[src/rtl/servo_pwm_gen_if.sv]
// servo_pwm_gen_if
//   Angle-word handshake between an angle source and servo_pwm_gen.
//   angle_in    : requested angle in degrees (source -> generator)
//   angle_valid : angle_in holds a word to transfer (source -> generator)
//   angle_ready : generator can take a word; transfer on valid & ready
interface servo_pwm_gen_if;
   logic [7:0] angle_in;
   logic       angle_valid;
   logic       angle_ready;

   modport master (output angle_in, output angle_valid, input angle_ready);
   modport slave  (input angle_in, input angle_valid, output angle_ready);
endinterface

[src/rtl/servo_pwm_gen.sv]
// servo_pwm_gen
//   Drives one hobby-servo PWM line from a 0..180 degree angle stream.
//   Incoming angles land in a one-deep shadow register. The shadow is copied
//   into the active angle only at a frame boundary, so a pulse is never cut
//   short or stretched by a mid-frame update.
// Ports
//   clk          : system clock
//   reset_n      : synchronous, active-low reset
//   enable       : 1 = generate frames, 0 = stop after the current frame
//   angle        : angle handshake (slave side)
//   pwm_out      : servo pulse, high for pulse_us microseconds per frame
//   frame_start  : one-cycle strobe on the first cycle of each frame
//   active_angle : angle in use for the current frame
//   pulse_us     : pulse width of the current frame in microseconds
//   range_err    : one-cycle strobe, accepted angle was > 180 (clamped)
module servo_pwm_gen #(
   parameter int unsigned TICKS_PER_US = 12,
   parameter int unsigned FRAME_US     = 20000,
   parameter int unsigned MIN_US       = 500,
   parameter int unsigned SCALE_Q16    = 728178,
   parameter int unsigned RESET_ANGLE  = 90
) (
   input  logic             clk,
   input  logic             reset_n,
   input  logic             enable,
   servo_pwm_gen_if.slave   angle,
   output logic             pwm_out,
   output logic             frame_start,
   output logic [7:0]       active_angle,
   output logic [11:0]      pulse_us,
   output logic             range_err
);

   localparam int unsigned   PW        = $clog2(TICKS_PER_US);
   localparam int unsigned   FW        = $clog2(FRAME_US);
   localparam logic [PW-1:0] PRESC_MAX = PW'(TICKS_PER_US - 1);
   localparam logic [FW-1:0] FRAME_MAX = FW'(FRAME_US - 1);

   // MIN_US + floor(a * SCALE_Q16 / 65536), 28-bit product, no rounding.
   function automatic logic [11:0] pulse_of(input logic [7:0] a);
      logic [27:0] prod;
      prod = 28'(a) * 28'(SCALE_Q16);
      return 12'(MIN_US) + 12'(prod >> 16);
   endfunction

   localparam logic [7:0]  RESET_ANG   = 8'(RESET_ANGLE);
   localparam logic [11:0] RESET_PULSE = pulse_of(RESET_ANG);

   typedef enum logic [1:0] {IDLE, RUN, STOPPING} state_t;

   state_t         state, state_n;
   logic [PW-1:0]  presc, presc_n;
   logic [FW-1:0]  frame_cnt, frame_n;
   logic [7:0]     shadow;
   logic           shadow_full;
   logic           apply, apply_upd;
   logic           accept;
   logic [7:0]     angle_n;
   logic [11:0]    pulse_n;
   logic           pwm_n, frame_start_n;

   assign angle.angle_ready = !shadow_full;
   assign accept            = angle.angle_valid && !shadow_full;

   always_comb begin
      state_n = state;
      presc_n = presc;
      frame_n = frame_cnt;
      apply   = 1'b0;
      unique case (state)
         IDLE: begin
            if (enable) begin
               state_n = RUN;
               apply   = 1'b1;
            end
         end
         RUN, STOPPING: begin
            if (presc == PRESC_MAX && frame_cnt == FRAME_MAX) begin
               // Frame boundary: either roll into a new frame or park in IDLE.
               presc_n = '0;
               frame_n = '0;
               if (enable) begin
                  state_n = RUN;
                  apply   = 1'b1;
               end else begin
                  state_n = IDLE;
               end
            end else begin
               state_n = enable ? RUN : STOPPING;
               if (presc == PRESC_MAX) begin
                  presc_n = '0;
                  frame_n = frame_cnt + 1'b1;
               end else begin
                  presc_n = presc + 1'b1;
               end
            end
         end
         default: state_n = IDLE;
      endcase

      apply_upd = apply && shadow_full;
      angle_n   = apply_upd ? shadow : active_angle;
      pulse_n   = apply_upd ? pulse_of(shadow) : pulse_us;

      // Outputs are registered from next-state values so the pin is a clean
      // flop output; the pulse is high while the elapsed microsecond count is
      // below pulse_us, i.e. exactly pulse_us*TICKS_PER_US cycles.
      pwm_n         = (state_n != IDLE) && (32'(frame_n) < 32'(pulse_n));
      frame_start_n = (state_n != IDLE) && (presc_n == '0) && (frame_n == '0);
   end

   always_ff @(posedge clk) begin
      if (!reset_n) begin
         state        <= IDLE;
         presc        <= '0;
         frame_cnt    <= '0;
         shadow       <= '0;
         shadow_full  <= 1'b0;
         active_angle <= RESET_ANG;
         pulse_us     <= RESET_PULSE;
         pwm_out      <= 1'b0;
         frame_start  <= 1'b0;
         range_err    <= 1'b0;
      end else begin
         state        <= state_n;
         presc        <= presc_n;
         frame_cnt    <= frame_n;
         active_angle <= angle_n;
         pulse_us     <= pulse_n;
         pwm_out      <= pwm_n;
         frame_start  <= frame_start_n;
         range_err    <= accept && (angle.angle_in > 8'd180);
         // accept and apply_upd are mutually exclusive: a full shadow blocks accept.
         if (accept) begin
            shadow      <= (angle.angle_in > 8'd180) ? 8'd180 : angle.angle_in;
            shadow_full <= 1'b1;
         end else if (apply_upd) begin
            shadow_full <= 1'b0;
         end
      end
   end

endmodule

[src/flat_wrapper.sv]
// flat-port wrapper written by rule: the top's interface ports become plain ports
module servo_pwm_gen_flat 
#(
   parameter int unsigned TICKS_PER_US = 12,
   parameter int unsigned FRAME_US     = 20000,
   parameter int unsigned MIN_US       = 500,
   parameter int unsigned SCALE_Q16    = 728178,
   parameter int unsigned RESET_ANGLE  = 90
)
  (clk, reset_n, enable, pwm_out, frame_start, active_angle, pulse_us, range_err, angle_angle_in, angle_angle_valid, angle_angle_ready);
  servo_pwm_gen_if angle_i ();
  input  logic clk;
  input  logic reset_n;
  input  logic enable;
  output logic pwm_out;
  output logic frame_start;
  output logic [7:0] active_angle;
  output logic [11:0] pulse_us;
  output logic range_err;
  input wire logic [$bits(angle_i.angle_in)-1:0] angle_angle_in;
  input wire logic [$bits(angle_i.angle_valid)-1:0] angle_angle_valid;
  output wire logic [$bits(angle_i.angle_ready)-1:0] angle_angle_ready;
  assign angle_i.angle_in = angle_angle_in;
  assign angle_i.angle_valid = angle_angle_valid;
  assign angle_angle_ready = angle_i.angle_ready;
  servo_pwm_gen #(.TICKS_PER_US(TICKS_PER_US), .FRAME_US(FRAME_US), .MIN_US(MIN_US), .SCALE_Q16(SCALE_Q16), .RESET_ANGLE(RESET_ANGLE)) u_core (.clk(clk), .reset_n(reset_n), .enable(enable), .angle(angle_i), .pwm_out(pwm_out), .frame_start(frame_start), .active_angle(active_angle), .pulse_us(pulse_us), .range_err(range_err));
endmodule
[config.mk]
export PLATFORM = sky130hd
export DESIGN_NAME = servo_pwm_gen_flat
export DESIGN_NICKNAME = d
export VERILOG_FILES = /design/src/rtl/servo_pwm_gen_if.sv /design/src/rtl/servo_pwm_gen.sv /design/src/flat_wrapper.sv
export SDC_FILE = /design/constraint.sdc
export NUM_CORES = 1
export LEC_CHECK = 0
export CAP_MARGIN = 20
export CORE_AREA = 2 2 108 110
export CTS_CLUSTER_SIZE = 12
export DETAILED_ROUTE_END_ITERATION = 10
export DIE_AREA = 0 0 110 112
export PLACE_DENSITY = 0.63
export SLEW_MARGIN = 5
export SYNTH_ARGS = -nofsm -noshare
export SYNTH_HDL_FRONTEND = slang
export SYNTH_SLANG_ARGS = --single-unit
[constraint.sdc]
create_clock -name clk -period 6.55 [get_ports clk]
set_input_delay 1.6375 -clock clk [delete_from_list [all_inputs] [get_ports clk]]
set_output_delay 1.6375 -clock clk [all_outputs]
set_load 0.01 [all_outputs]
; ---- Yosys cells after proc, flatten, opt, wreduce, memory -nomap -nowiden
; Cells that the tools add are included.
[word_totals]
output_inout_bits = 24
word_cells = 52
ff_bits = 53
input_bits = 12
[op_classes]
add_sub_neg = 3
n_reduce_logical = 14
n_eq_ne = 4
multipliers = 1
n_lt_le_gt_ge = 2
n_mux = 18
[ops]
columns = cell, count
row1 = 15-bit 2-to-1 mux, 3
row2 = 8-bit by 19-bit multiplier with 27-bit output (second input constant), 1
row3 = 15-bit by 1-bit adder with 15-bit output (second input constant), 1
row4 = 15-bit equality test (second input constant), 1
row5 = 15-bit zero test, 1
row6 = 15-bit by 12-bit less-than comparator with 1-bit output, 1
row7 = 9-bit by 12-bit adder with 12-bit output (first input constant), 1
row8 = 12-bit 2-to-1 mux, 1
row9 = 4-bit 2-to-1 mux, 3
row10 = 8-bit > comparator (second input constant), 1
row11 = 8-bit 2-to-1 mux, 1
row12 = 1-bit logical AND, 7
row13 = 2-bit 2-to-1 mux, 3
row14 = 1-bit 2-to-1 mux, 5
row15 = 4-bit by 1-bit adder with 4-bit output (second input constant), 1
row16 = 4-bit equality test (second input constant), 1
row17 = 4-bit zero test, 1
row18 = 2-bit case mux with 2 select lines, 1
row19 = 2-bit nonzero test, 2
row20 = 2-bit by 1-bit equality test with 1-bit output (second input constant), 1
row21 = 2-bit equality test (second input constant), 1
row22 = 2-bit zero test, 1
row23 = 1-bit case mux with 2 select lines, 1
row24 = 2-bit OR reduction, 1
row25 = 1-bit zero test, 1

; ---- Depth between registers and ports, before layout
; Gate-level depths: netlist of the first run.
[logic_depth]
ltp_word = 8
mapped_depth = 25
depth_no_buf = 24

; ---- Worst setup path after synthesis of the first run
; Ideal clock, no wire load.
[synth_path]
kind = register to register
start = register u_core.shadow[7]
end = register u_core.pwm_out
path_buffers = 0
path_stages_with_launch = 23
slack_ns = 0.756
t_arrival_ns = 5.680
period_less_slack_ns = 5.794
setup_time_ns = 0.114
cell_sequence = dfxtp_1 fa_1 ha_1 inv_1 fa_1 fa_1 inv_1 ha_1 a21o_1 a311o_1 o211a_1 nor4_2 a2111oi_2 or3b_4 nor3_1 xor2_1 o21a_1 ha_1 nand4_1 nor2_1 a21oi_1 o211ai_1 a2111oi_0
[synth_between]
elab_chain_cells = 5
[synth_lines]
columns = item, line
row1 = start: declaration, servo_pwm_gen.sv:54  ; logic [7:0] shadow;
row2 = start signal: assignment, servo_pwm_gen.sv:135  ; shadow <= (angle.angle_in > 8'd180) ? 8'd180 : angle.angle_in;
row3 = 8-bit by 19-bit multiplier with 27-bit output, servo_pwm_gen.sv:42  ; prod = 28'(a) * 28'(SCALE_Q16);
row4 = 9-bit by 12-bit adder with 12-bit output, servo_pwm_gen.sv:43  ; return 12'(MIN_US) + 12'(prod >> 16);
row5 = 12-bit 2-to-1 mux, servo_pwm_gen.sv:103  ; pulse_n = apply_upd ? pulse_of(shadow) : pulse_us;
row6 = 15-bit by 12-bit less-than comparator with 1-bit output, servo_pwm_gen.sv:108  ; pwm_n = (state_n != IDLE) && (32'(frame_n) < 32'(pulse_n));
row7 = 1-bit logical AND, servo_pwm_gen.sv:108
row8 = end signal: assignment, servo_pwm_gen.sv:130  ; pwm_out <= pwm_n;
row9 = end: declaration, servo_pwm_gen.sv:27  ; output logic pwm_out,
; No other way between the ends.
; A chain may end at the register's enable or synchronous reset.

; ---- Final worst setup path of the first run
[layout_path]
start = register u_core.shadow[6]
end = register u_core.pwm_out
; Same word-level chain as after synthesis.

==> results of run 1 <==
-- cell type report --
| class | count | area share [%] |
|---|---|---|
| inverter | 59 | 4.00 |
| tap | 143 | 3.23 |
| multi-input combinational | 446 | 63.3 |
| clock inverter | 3 | 0.451 |
| sequential | 53 | 19.2 |
| timing repair buffer | 42 | 7.63 |
| clock buffer | 5 | 2.26 |
-- registers in the layout, summed over array words and instances (netlist names) --
name	cells
u_core.active_angle	8
u_core.pulse_us	12
u_core.pwm_out	1
u_core.state	2
u_core.presc	4
u_core.range_err	1
u_core.shadow_full	1
u_core.frame_start	1
u_core.shadow	8
u_core.frame_cnt	15
-- final timing paths --
kind,endpoint,slack (ns),depth (start not counted)
worst min register to register,u_core.active_angle[0]$_SDFFE_PN0P_,0.47,2
worst max register to register,u_core.pwm_out$_SDFF_PN0_,0.35,22
worst max-delay path,u_core.pwm_out$_SDFF_PN0_,0.35,22
worst min-delay path,u_core.active_angle[0]$_SDFFE_PN0P_,0.47,2
-- repair_timing --
action | CTS | global route
setup endpoints to repair | 0 | 1
hold buffers | 0 | 0
setup buffers | 0 | 1
resized for setup | 0 | 4
hold endpoints to repair | 0 | 0
-- through the flow --
step,hold slack [ns],total power [mW]
floorplan,0.481,0.717
global placement,0.451,0.843
detailed placement,0.453,0.848
CTS,0.466,1.12
global route,0.499,1.21
finish,0.468,1.12
-- power by group through the flow --
stage          sequential (mW)  combinational, mW  clock [mW]
2_1_floorplan            0.366              0.351           0
3_3_place_gp             0.364              0.479           0
3_5_place_dp             0.365              0.483           0
4_1_cts                  0.358              0.490       0.275
5_1_grt                  0.360              0.560       0.293
6_report                 0.357              0.493       0.274
-- cells in the final DEF (no fill, tap or decap), types with 4 or more instances in the layout --
| cell type | n |
|---|---|
| ha_1 | 76 |
| nor3_1 | 20 |
| inv_1 | 59 |
| fa_1 | 24 |
| clkbuf_16 | 5 |
| o21ai_0 | 23 |
| o21a_1 | 5 |
| nor2_1 | 47 |
| a21o_1 | 7 |
| nor2b_1 | 4 |
| a21oi_1 | 40 |
| o31ai_1 | 6 |
| buf_4 | 6 |
| o211ai_1 | 6 |
| nand2_1 | 51 |
| xnor2_1 | 16 |
| mux2i_1 | 6 |
| and2_1 | 13 |
| dfxtp_1 | 51 |
| clkdlybuf4s50_1 | 35 |
| xor2_1 | 16 |
| nand4_1 | 9 |
| nand3_1 | 16 |
-- cell families after synthesis --
| kind of cell | after synthesis | synth area share [%] |
|---|---|---|
| flops | 53 | 21.8 |
| xor+xnor | 32 | 5.75 |
| simple gates | 187 | 18.7 |
| mux | 8 | 1.69 |
| buf+inv | 75 | 6.54 |
| compound gates | 119 | 16.3 |
| fa+ha+maj | 100 | 29.3 |
-- routing by layer --
| metal | vias to the layer above | part of all wire (%) | global-route usage (%) |
|---|---|---|---|
| met5 | - | 0 | 0 |
| met4 | 0 | 1.6 | 5.06 |
| met3 | 20 | 4.6 | 3.81 |
| met2 | 95 | 45 | 31.8 |
| met1 | 1944 | 49 | 27.6 |
| li1 | 2072 | - | - |
-- worst max-delay path: cells and delay by family (launching register included) --
kind | cells | cell delay, ns
AO/OA/AOI/OAI | 7 | 1.15
buffers and inverters | 2 | 0.12
flip-flops | 1 | 0.42
AND/OR/NAND/NOR | 5 | 1.16
XOR/XNOR | 2 | 0.59
adder cells (fa/ha/maj) | 6 | 2.65
==> run_results.csv, run 1 <==
group,metric,value,unit
layout,insertedDiodeCount,0,
global_route,first_global_vias,4099,
power_and_ir_drop,power_leakage,2.57,nW
sta,timing.setup.tns,0,ns
detailed_routing,viasPerCell,5.50,
clock_tree,clk_pin_slew_worst_paths,0.08,ns
die,dieArea,12300,um^2
detailed_routing,first_pass_iters,5,
synthesis,synth_fp_nets,686,
synthesis,synth_edf_count,0,
worst_setup_path,crit_start,"u_core.shadow[6]$_SDFFE_PN0P_",
placed_design,gp_congestion,0.889,
worst_setup_path,cp-end-kind,"flip-flop",
worst_setup_path,crit_path_start_kind,"flip-flop",
clock_tree,h-tree-depth,2,
placed_design,dp_cells,741,
clock_tree,tritoncts,"done",
power_and_ir_drop,internal_power,0.691,mW
worst_setup_path,max_stage_delay,0.60,ns
clock_tree,cts_made_buffers,5,
power_and_ir_drop,vdd_drop_max,0.106,mV
detailed_routing,wire_per_inst,15.6,um
placed_design,placed_cell_area,5350,um^2
power_and_ir_drop,switching_share,38.5,%
synthesis,yosysMostFrequentCell,"ha_1",
die,fp.dieW,110,um
clock_tree,cts_sinks,53,
sta,finalHoldViolations,0,
layout,multi_input_area,3510,um^2
placed_design,port_buffers,35,
clock_tree,cts_buffer_depth,2,
synthesis,ys_async_sr_fraction,0,%
placed_design,dpl_worst_slack,0.239,ns
placed_design,place_hpwl,9450,um
worst_setup_path,crit_required,6.74,ns
die,die_y,112,um
layout,syn_to_final_growth,13.6,%
synthesis,yosys_register_bits,53,
layout,drive_gt1_share,5.43,%
layout,final_util,49.6,%
die,core,11200,um^2
sta,setup_viol,0,
die,start_util,43.6,%
die,io_pins,36,
run,drv_cap,0,
global_route,grt_first_pass_wirelength,19600,um
layout,fin_cells,751,
die,fp-row-count,39,
detailed_routing,wl,11700,um
run_status,status,"completed",
worst_setup_path,crit_chain,"inv_1 -> ha_1 -> fa_1 -> fa_1 -> fa_1 -> inv_1 -> ha_1 -> and2_1 -> or3_1 -> o22ai_1 -> a31oi_1 -> xnor2_1 -> or3b_4 -> a21oi_1 -> xor2_1 -> a21oi_1 -> ha_1 -> nand4_1 -> nor2_1 -> a21oi_1 -> o211ai_1 -> a2111oi_1",
global_route,antenna_found_initial,0,
synthesis,synth.distinct_cells,64,
detailed_routing,vias,4131,
sta,fin_crit,6.20,ns
synthesis,yosysWarnings,0,
sta,tightest_slew,0.866,ns
worst_setup_path,worstPathMaxFanout,7,
synthesis,synthTopCellsByArea,"dfxtp_1 22%, ha_1 19%, fa_1 9.9%, inv_1 4.5%, a21oi_1 4.1%",
layout,fillers,1058,
layout,nets,719,
clock_tree,cts_root_buf,"clkbuf_16",
sta,skew,0.00989,ns
power_and_ir_drop,clkPwrFrac,24.4,%
synthesis,synth_area,4880,um^2
sta,worst_slack,0.349,ns
sta,relSlewSlack,42.1,%
sta,finalCritPeriodShare,94.7,%
worst_setup_path,r2r_start,"u_core.shadow[6]$_SDFFE_PN0P_",
hold_path,hold_class,"reg2reg",
global_route,grt_max_degree,33,
synthesis,synth.avg_cell_area,8.50,um^2
power_and_ir_drop,comb_power_share,43.8,%
detailed_routing,antenna_left,0,
sta,maxSlewViolCount,0,
clock_tree,clk_latency,0.30,ns
synthesis,ys_seq_area_share,21.8,%
worst_setup_path,worstSetupPathType,"reg2reg",
detailed_routing,drt_iter0_drc,165,
global_route,grt_usage,20.0,%
synthesis,syn_inst,574,
worst_setup_path,cp.arrival,6.39,ns
layout,seq_area,1060,um^2
worst_setup_path,critPathSlowestCell,"fa_1",
hold_path,min_from,"u_core.active_angle[0]$_SDFFE_PN0P_",
synthesis,ys_top_cells_by_count,"76 x ha_1, 59 x inv_1, 53 x dfxtp_1",
synthesis,yosysTopAreaCell,"dfxtp_1",
sta,fmax,161,MHz
sta,rsz0062_at_grt,"false",
power_and_ir_drop,p_seq_share,31.8,%
global_route,gr-total-overflow,0,
synthesis,ys.flop_type,"dfxtp_1",
synthesis,yosysTopAreaCellShare,21.8,%
layout,design_area,5540,um^2
detailed_routing,drcViolationCount,0,
power_and_ir_drop,power_density,203,nW/um^2
power_and_ir_drop,power.switching,0.433,mW
(Power assumes the default switching activity.)
==> inputs of run 2 (changes only) <==
--- a/config.mk
+++ b/config.mk
@@ -5,13 +5,13 @@
 export SDC_FILE = /design/constraint.sdc
 export NUM_CORES = 1
 export LEC_CHECK = 0
+export ABC_AREA = 0
 export CAP_MARGIN = 20
-export CORE_AREA = 2 2 108 110
+export CORE_AREA = 2 2 151 79
 export CTS_CLUSTER_SIZE = 12
 export DETAILED_ROUTE_END_ITERATION = 10
-export DIE_AREA = 0 0 110 112
+export DIE_AREA = 0 0 153 81
 export PLACE_DENSITY = 0.63
-export SLEW_MARGIN = 5
 export SYNTH_ARGS = -nofsm -noshare
 export SYNTH_HDL_FRONTEND = slang
 export SYNTH_SLANG_ARGS = --single-unit
==> run_results.csv, run 2 (synthesized netlist as in run 1, its figures left out) <==
group,metric,value,unit
worst_setup_path,worstPathMaxFanout,7,
layout,design_area,5540,um^2
power_and_ir_drop,p_total,1.15,mW
die,start_util,43.1,%
layout,largest_register_ffs,15,
detailed_routing,first_pass_iters,5,
die,core,11300,um^2
detailed_routing,vias,4151,
clock_tree,tritoncts,"done",
worst_setup_path,crit_family,"adder cells",
layout,reg_top3,"u_core.frame_cnt (15), u_core.pulse_us (12)",
sta,tightest_slew,0.945,ns
sta,timing.setup.tns,0,ns
sta,fin_crit,6.25,ns
clock_tree,cts_buffer_depth,2,
placed_design,place_hpwl,10600,um
power_and_ir_drop,power_leakage,2.57,nW
layout,drive_gt1_share,5.77,%
worst_setup_path,cp-end-kind,"flip-flop",
worst_setup_path,crit_path_start_kind,"flip-flop",
sta,maxSlewViolCount,0,
worst_setup_path,crit_required,6.73,ns
hold_path,hold_class,"reg2reg",
clock_tree,cts_made_buffers,5,
worst_setup_path,crit_chain,"inv_1 -> ha_1 -> fa_1 -> fa_1 -> fa_1 -> inv_1 -> ha_1 -> and2_1 -> or3_1 -> o22ai_1 -> a31oi_1 -> xnor2_1 -> or3b_4 -> nor3_1 -> xor2_1 -> o21a_1 -> ha_1 -> nand4_1 -> nor2_1 -> a21oi_1 -> o211ai_1 -> a2111oi_1",
global_route,grt_usage,21.3,%
die,io_pins,36,
layout,layout_commonest_cell,"ha_1",
global_route,grt_max_degree,31,
power_and_ir_drop,vdd_drop_max,0.110,mV
sta,rsz0062_at_grt,"false",
detailed_routing,drcViolationCount,0,
die,dieArea,12400,um^2
layout,regMostFlops,"u_core.frame_cnt",
clock_tree,clk_latency,0.29,ns
detailed_routing,viasPerCell,5.48,
worst_setup_path,cp.arrival,6.44,ns
die,fp.dieW,153,um
sta,finalCritPeriodShare,95.5,%
sta,skew,0.00556,ns
sta,worst_slack,0.295,ns
clock_tree,cts_root_buf,"clkbuf_16",
layout,syn_to_final_growth,13.7,%
sta,setup_viol,0,
run,drv_cap,0,
detailed_routing,wire_per_inst,17.2,um
global_route,first_global_vias,3901,
worst_setup_path,max_stage_delay,0.60,ns
sta,fmax,160,MHz
detailed_routing,wl,13000,um
clock_tree,clk_pin_slew_worst_paths,0.07,ns
placed_design,gp_congestion,0.926,
power_and_ir_drop,power_density,208,nW/um^2
detailed_routing,antenna_left,0,
placed_design,placed_cell_area,5350,um^2
die,fp-row-count,28,
clock_tree,hold_buffers,0,
run_status,status,"completed",
placed_design,dpl_worst_slack,0.160,ns
worst_setup_path,worstSetupPathType,"reg2reg",
worst_setup_path,critPathBufInv,2,
layout,nets,719,
layout,layout_common_cells,"76 x ha_1, 59 x inv_1, 51 x nand2_1, 51 x dfxtp_1, 47 x nor2_1",
clock_tree,cts_sinks,53,
placed_design,port_buffers,35,
sta,finalHoldViolations,0,
global_route,gr-total-overflow,0,
layout,fin_cells,757,
die,die_y,81,um
worst_setup_path,critPathSlowestCell,"fa_1",
clock_tree,h-tree-depth,2,
sta,relSlewSlack,36.8,%
placed_design,dp_cells,747,
global_route,grt_first_pass_wirelength,20800,um
layout,insertedDiodeCount,0,
detailed_routing,drt_iter0_drc,311,
global_route,antenna_found_initial,0,
[run 2: through the flow]
step | hold WS [ns] | utilization (%)
2_1_floorplan | 0.481 | -
3_3_place_gp | 0.463 | 47.3
3_5_place_dp | 0.464 | 47.3
4_1_cts | 0.475 | 48.6
5_1_grt | 0.498 | 49.0
6_report | 0.471 | 49.0
[run 2: final cells by class]
class,instances,area [um^2]
inverter,59,221
fill,1105,5770
multi-input combinational,446,3520
timing repair buffer,42,403
sequential,53,1060
clock inverter,1,7.51
tap,150,188
clock buffer,6,139
[run 2: metal layers]
layer	up-vias	share of wire [%]	track usage (%)
met4	0	0.16	2.13
met1	1958	57	35.5
met5	-	0	0
li1	2065	-	-
met3	2	7.6	5.39
met2	126	35	26.6
[run 2: repair_timing]
action / 4_1_cts / 5_1_grt
endpoints found under the hold margin: 0 / 0
endpoints found under the setup margin: 0 / 1
gates resized for setup: 0 / 7
buffers inserted: 0 / 3
[run 2: where the power goes]
part | leakage, nW | internal [mW] | total (mW) | switching (mW)
Clock | 0.0690 | 0.150 | 0.272 | 0.121
Sequential | 0.433 | 0.341 | 0.357 | 0.0167
Combinational | 2.07 | 0.213 | 0.522 | 0.309
Total | 2.57 | 0.704 | 1.15 | 0.447
[run 2: path summary, 6_finish.rpt]
path                                                             to  depth (start not counted)                                start  slack (ns)
worst min-delay path            u_core.active_angle[0]$_SDFFE_PN0P_                          2  u_core.active_angle[0]$_SDFFE_PN0P_        0.47
worst max register to register            u_core.pwm_out$_SDFF_PN0_                         22        u_core.shadow[6]$_SDFFE_PN0P_        0.30
worst max-delay path                      u_core.pwm_out$_SDFF_PN0_                         22        u_core.shadow[6]$_SDFFE_PN0P_        0.30
worst min register to register  u_core.active_angle[0]$_SDFFE_PN0P_                          2  u_core.active_angle[0]$_SDFFE_PN0P_        0.47
[run 2: worst reg2reg max path: cells and delay by family (launching register included)]
kind | cells | cell delay [ns]
compound gates | 6 | 1.03
xor+xnor | 2 | 0.52
flops | 1 | 0.42
simple gates | 6 | 1.40
fa+ha+maj | 6 | 2.63
buf+inv | 2 | 0.14
==> inputs of run 3 (changes only) <==
--- a/config.mk
+++ b/config.mk
@@ -11,7 +11,7 @@
 export CTS_CLUSTER_SIZE = 12
 export DETAILED_ROUTE_END_ITERATION = 10
 export DIE_AREA = 0 0 153 81
-export PLACE_DENSITY = 0.63
+export PLACE_DENSITY = 0.65
 export SYNTH_ARGS = -nofsm -noshare
 export SYNTH_HDL_FRONTEND = slang
 export SYNTH_SLANG_ARGS = --single-unit
==> constraint.sdc (replaced) <==
create_clock -name clk -period 5.1 [get_ports clk]
set_input_delay 1.275 -clock clk [delete_from_list [all_inputs] [get_ports clk]]
set_output_delay 1.275 -clock clk [all_outputs]
set_load 0.01 [all_outputs]
==> run_results.csv, run 3 (synthesized netlist as in run 1, its figures left out) <==
group,metric,value,unit
global_route,met2_usage,31.3,%
global_route,busiest_layer,"met1",
detailed_routing,drcViolationCount,0,
clock_tree,clk_latency,0.30,ns
sta,finalCritPeriodShare,115,%
detailed_routing,viasPerCell,5.39,
power_and_ir_drop,internal_power,1.06,mW
clock_tree,h-tree-depth,2,
worst_setup_path,crit_required,5.28,ns
hold_path,hold_class,"reg2reg",
placed_design,place_hpwl,11500,um
clock_tree,tritoncts,"done",
worst_setup_path,cp-end-kind,"flip-flop",
power_and_ir_drop,power_leakage,3.04,nW
worst_setup_path,r2r_start,"u_core.shadow[5]$_SDFFE_PN0P_",
layout,fillers,1022,
sta,tightest_slew,0.822,ns
clock_tree,cts_made_buffers,5,
placed_design,port_buffers,35,
layout,drive_gt1_share,21.7,%
layout,nets,810,
clock_tree,clk_pin_slew_worst_paths,0.07,ns
detailed_routing,wl,14100,um
power_and_ir_drop,vdd_drop_max,0.129,mV
sta,timing.setup.tns,-0.819,ns
detailed_routing,drt_iter0_drc,292,
power_and_ir_drop,switching_share,37.4,%
clock_tree,cts_root_buf,"clkbuf_16",
sta,fin_crit,5.86,ns
die,start_util,43.1,%
worst_setup_path,worstSetupPathType,"reg2reg",
placed_design,dp_cells,834,
global_route,grt_usage,22.5,%
detailed_routing,first_pass_iters,5,
global_route,grt_max_degree,33,
sta,rsz0062_at_grt,"true",
worst_setup_path,cp.arrival,6.04,ns
detailed_routing,vias,4572,
global_route,grtUsageMet3,4.86,%
sta,relSlewSlack,45.2,%
sta,fmax,171,MHz
power_and_ir_drop,power.switching,0.635,mW
layout,regMostFlops,"u_core.frame_cnt",
layout,layout_common_cells,"96 x buf_4, 68 x ha_1, 56 x inv_1",
global_route,antenna_found_initial,0,
worst_setup_path,crit_path_start_kind,"flip-flop",
die,fp.dieW,153,um
global_route,use_met1,35.8,%
global_route,grt_first_pass_wirelength,22200,um
power_and_ir_drop,clkPwrFrac,20.0,%
power_and_ir_drop,p_seq_share,26.8,%
layout,reg_top3,"u_core.frame_cnt (15), u_core.pulse_us (12)",
clock_tree,cts_sinks,53,
die,dieArea,12400,um^2
power_and_ir_drop,power_density,264,nW/um^2
power_and_ir_drop,p_total,1.70,mW
sta,skew,0.00942,ns
sta,maxSlewViolCount,0,
detailed_routing,antenna_left,0,
global_route,gr-total-overflow,0,
run,drv_cap,0,
power_and_ir_drop,comb_power_share,53.1,%
layout,insertedDiodeCount,0,
global_route,first_global_vias,4388,
layout,largest_register_ffs,15,
layout,multi_input_area,3690,um^2
hold_path,min_from,"u_core.active_angle[5]$_SDFFE_PN0P_",
sta,worst_slack,-0.760,ns
sta,setup_viol,2,
die,core,11300,um^2
placed_design,gp_congestion,0.947,
die,io_pins,36,
worst_setup_path,worstPathMaxFanout,5,
sta,finalHoldViolations,0,
layout,syn_to_final_growth,31.7,%
layout,fin_cells,849,
detailed_routing,wire_per_inst,16.6,um
worst_setup_path,crit_start,"u_core.shadow[5]$_SDFFE_PN0P_",
run_status,violations,"negative setup slack",
layout,layout_commonest_cell,"buf_4",
layout,seq_area,1070,um^2
run_status,status,"complete, but fails checks",
clock_tree,cts_buffer_depth,2,
die,die_y,81,um
die,fp-row-count,28,
## run 3: changes by cell type in the layout (fill, tap and decap cells not counted), sizes merged
cell / change
buf: +91
clkinvlp: +1
## run 3: area by class of cell
type	instances	share of cell area [%]
clock buffer	6	2.01
clock inverter	2	0.234
inverter	59	3.45
multi-input combinational	446	57.4
sequential	53	16.7
tap	150	2.92
timing repair buffer	133	17.3
## run 3: final timing paths
kind / slack (ns) / end / depth (start not counted)
hold reg to reg: 0.48 / u_core.active_angle[5]$_SDFFE_PN0P_ / 2
setup reg to reg: -0.76 / u_core.pwm_out$_SDFF_PN0_ / 22
hold / removal: 0.48 / u_core.active_angle[5]$_SDFFE_PN0P_ / 2
setup / recovery: -0.76 / u_core.pwm_out$_SDFF_PN0_ / 22
## run 3: repair_timing
action,4_1_cts,5_1_grt
endpoints found under the hold margin,0,0
pin swaps,4,8
endpoints found under the setup margin,2,6
resized for setup,8,25
hold buffers,0,0
setup buffers,1,5
gates cloned,0,0
## run 3: worst max-delay path, cell delays in order, from the launching register on
cell,delay [ns]
dfxtp_2,0.34
fa_2,0.40
inv_2,0.07
fa_2,0.48
fa_2,0.58
inv_1,0.05
fa_2,0.44
ha_4,0.18
a21o_1,0.19
a311o_1,0.34
o211a_1,0.25
nor4_2,0.26
a2111oi_2,0.09
or3b_4,0.44
o41ai_4,0.26
xnor2_2,0.16
a21oi_1,0.09
ha_1,0.33
nand4_1,0.13
nor2_1,0.08
a21oi_1,0.14
o211ai_1,0.11
a2111oi_1,0.34
## run 3: power by group through the flow
stage | registers [mW] | logic [mW] | clock network [mW]
floorplan | 0.471 | 0.469 | 0
global placement | 0.463 | 0.805 | 0
detailed placement | 0.465 | 0.818 | 0
CTS | 0.456 | 0.844 | 0.347
global route | 0.458 | 0.993 | 0.364
finish | 0.455 | 0.902 | 0.340
## run 3: per-layer routing
layer / up-vias / wire length [um]
met5: - / 0
met4: 0 / 93
met3: 12 / 1040
met2: 158 / 5380
met1: 2152 / 7580
li1: 2250 / -
## run 3: through the flow
step / worst slack, ns / hold slack (ns) / cell area [um^2] / utilization, %
5_1_grt: -1.03 / 0.506 / 6420 / 56.7
3_5_place_dp: -0.884 / 0.467 / 6050 / 53.5
2_1_floorplan: -0.488 / 0.481 / 4930 / -
3_3_place_gp: -0.715 / 0.464 / 6050 / 53.5
6_report: -0.760 / 0.481 / 6420 / 56.7
4_1_cts: -0.772 / 0.484 / 6230 / 55.1
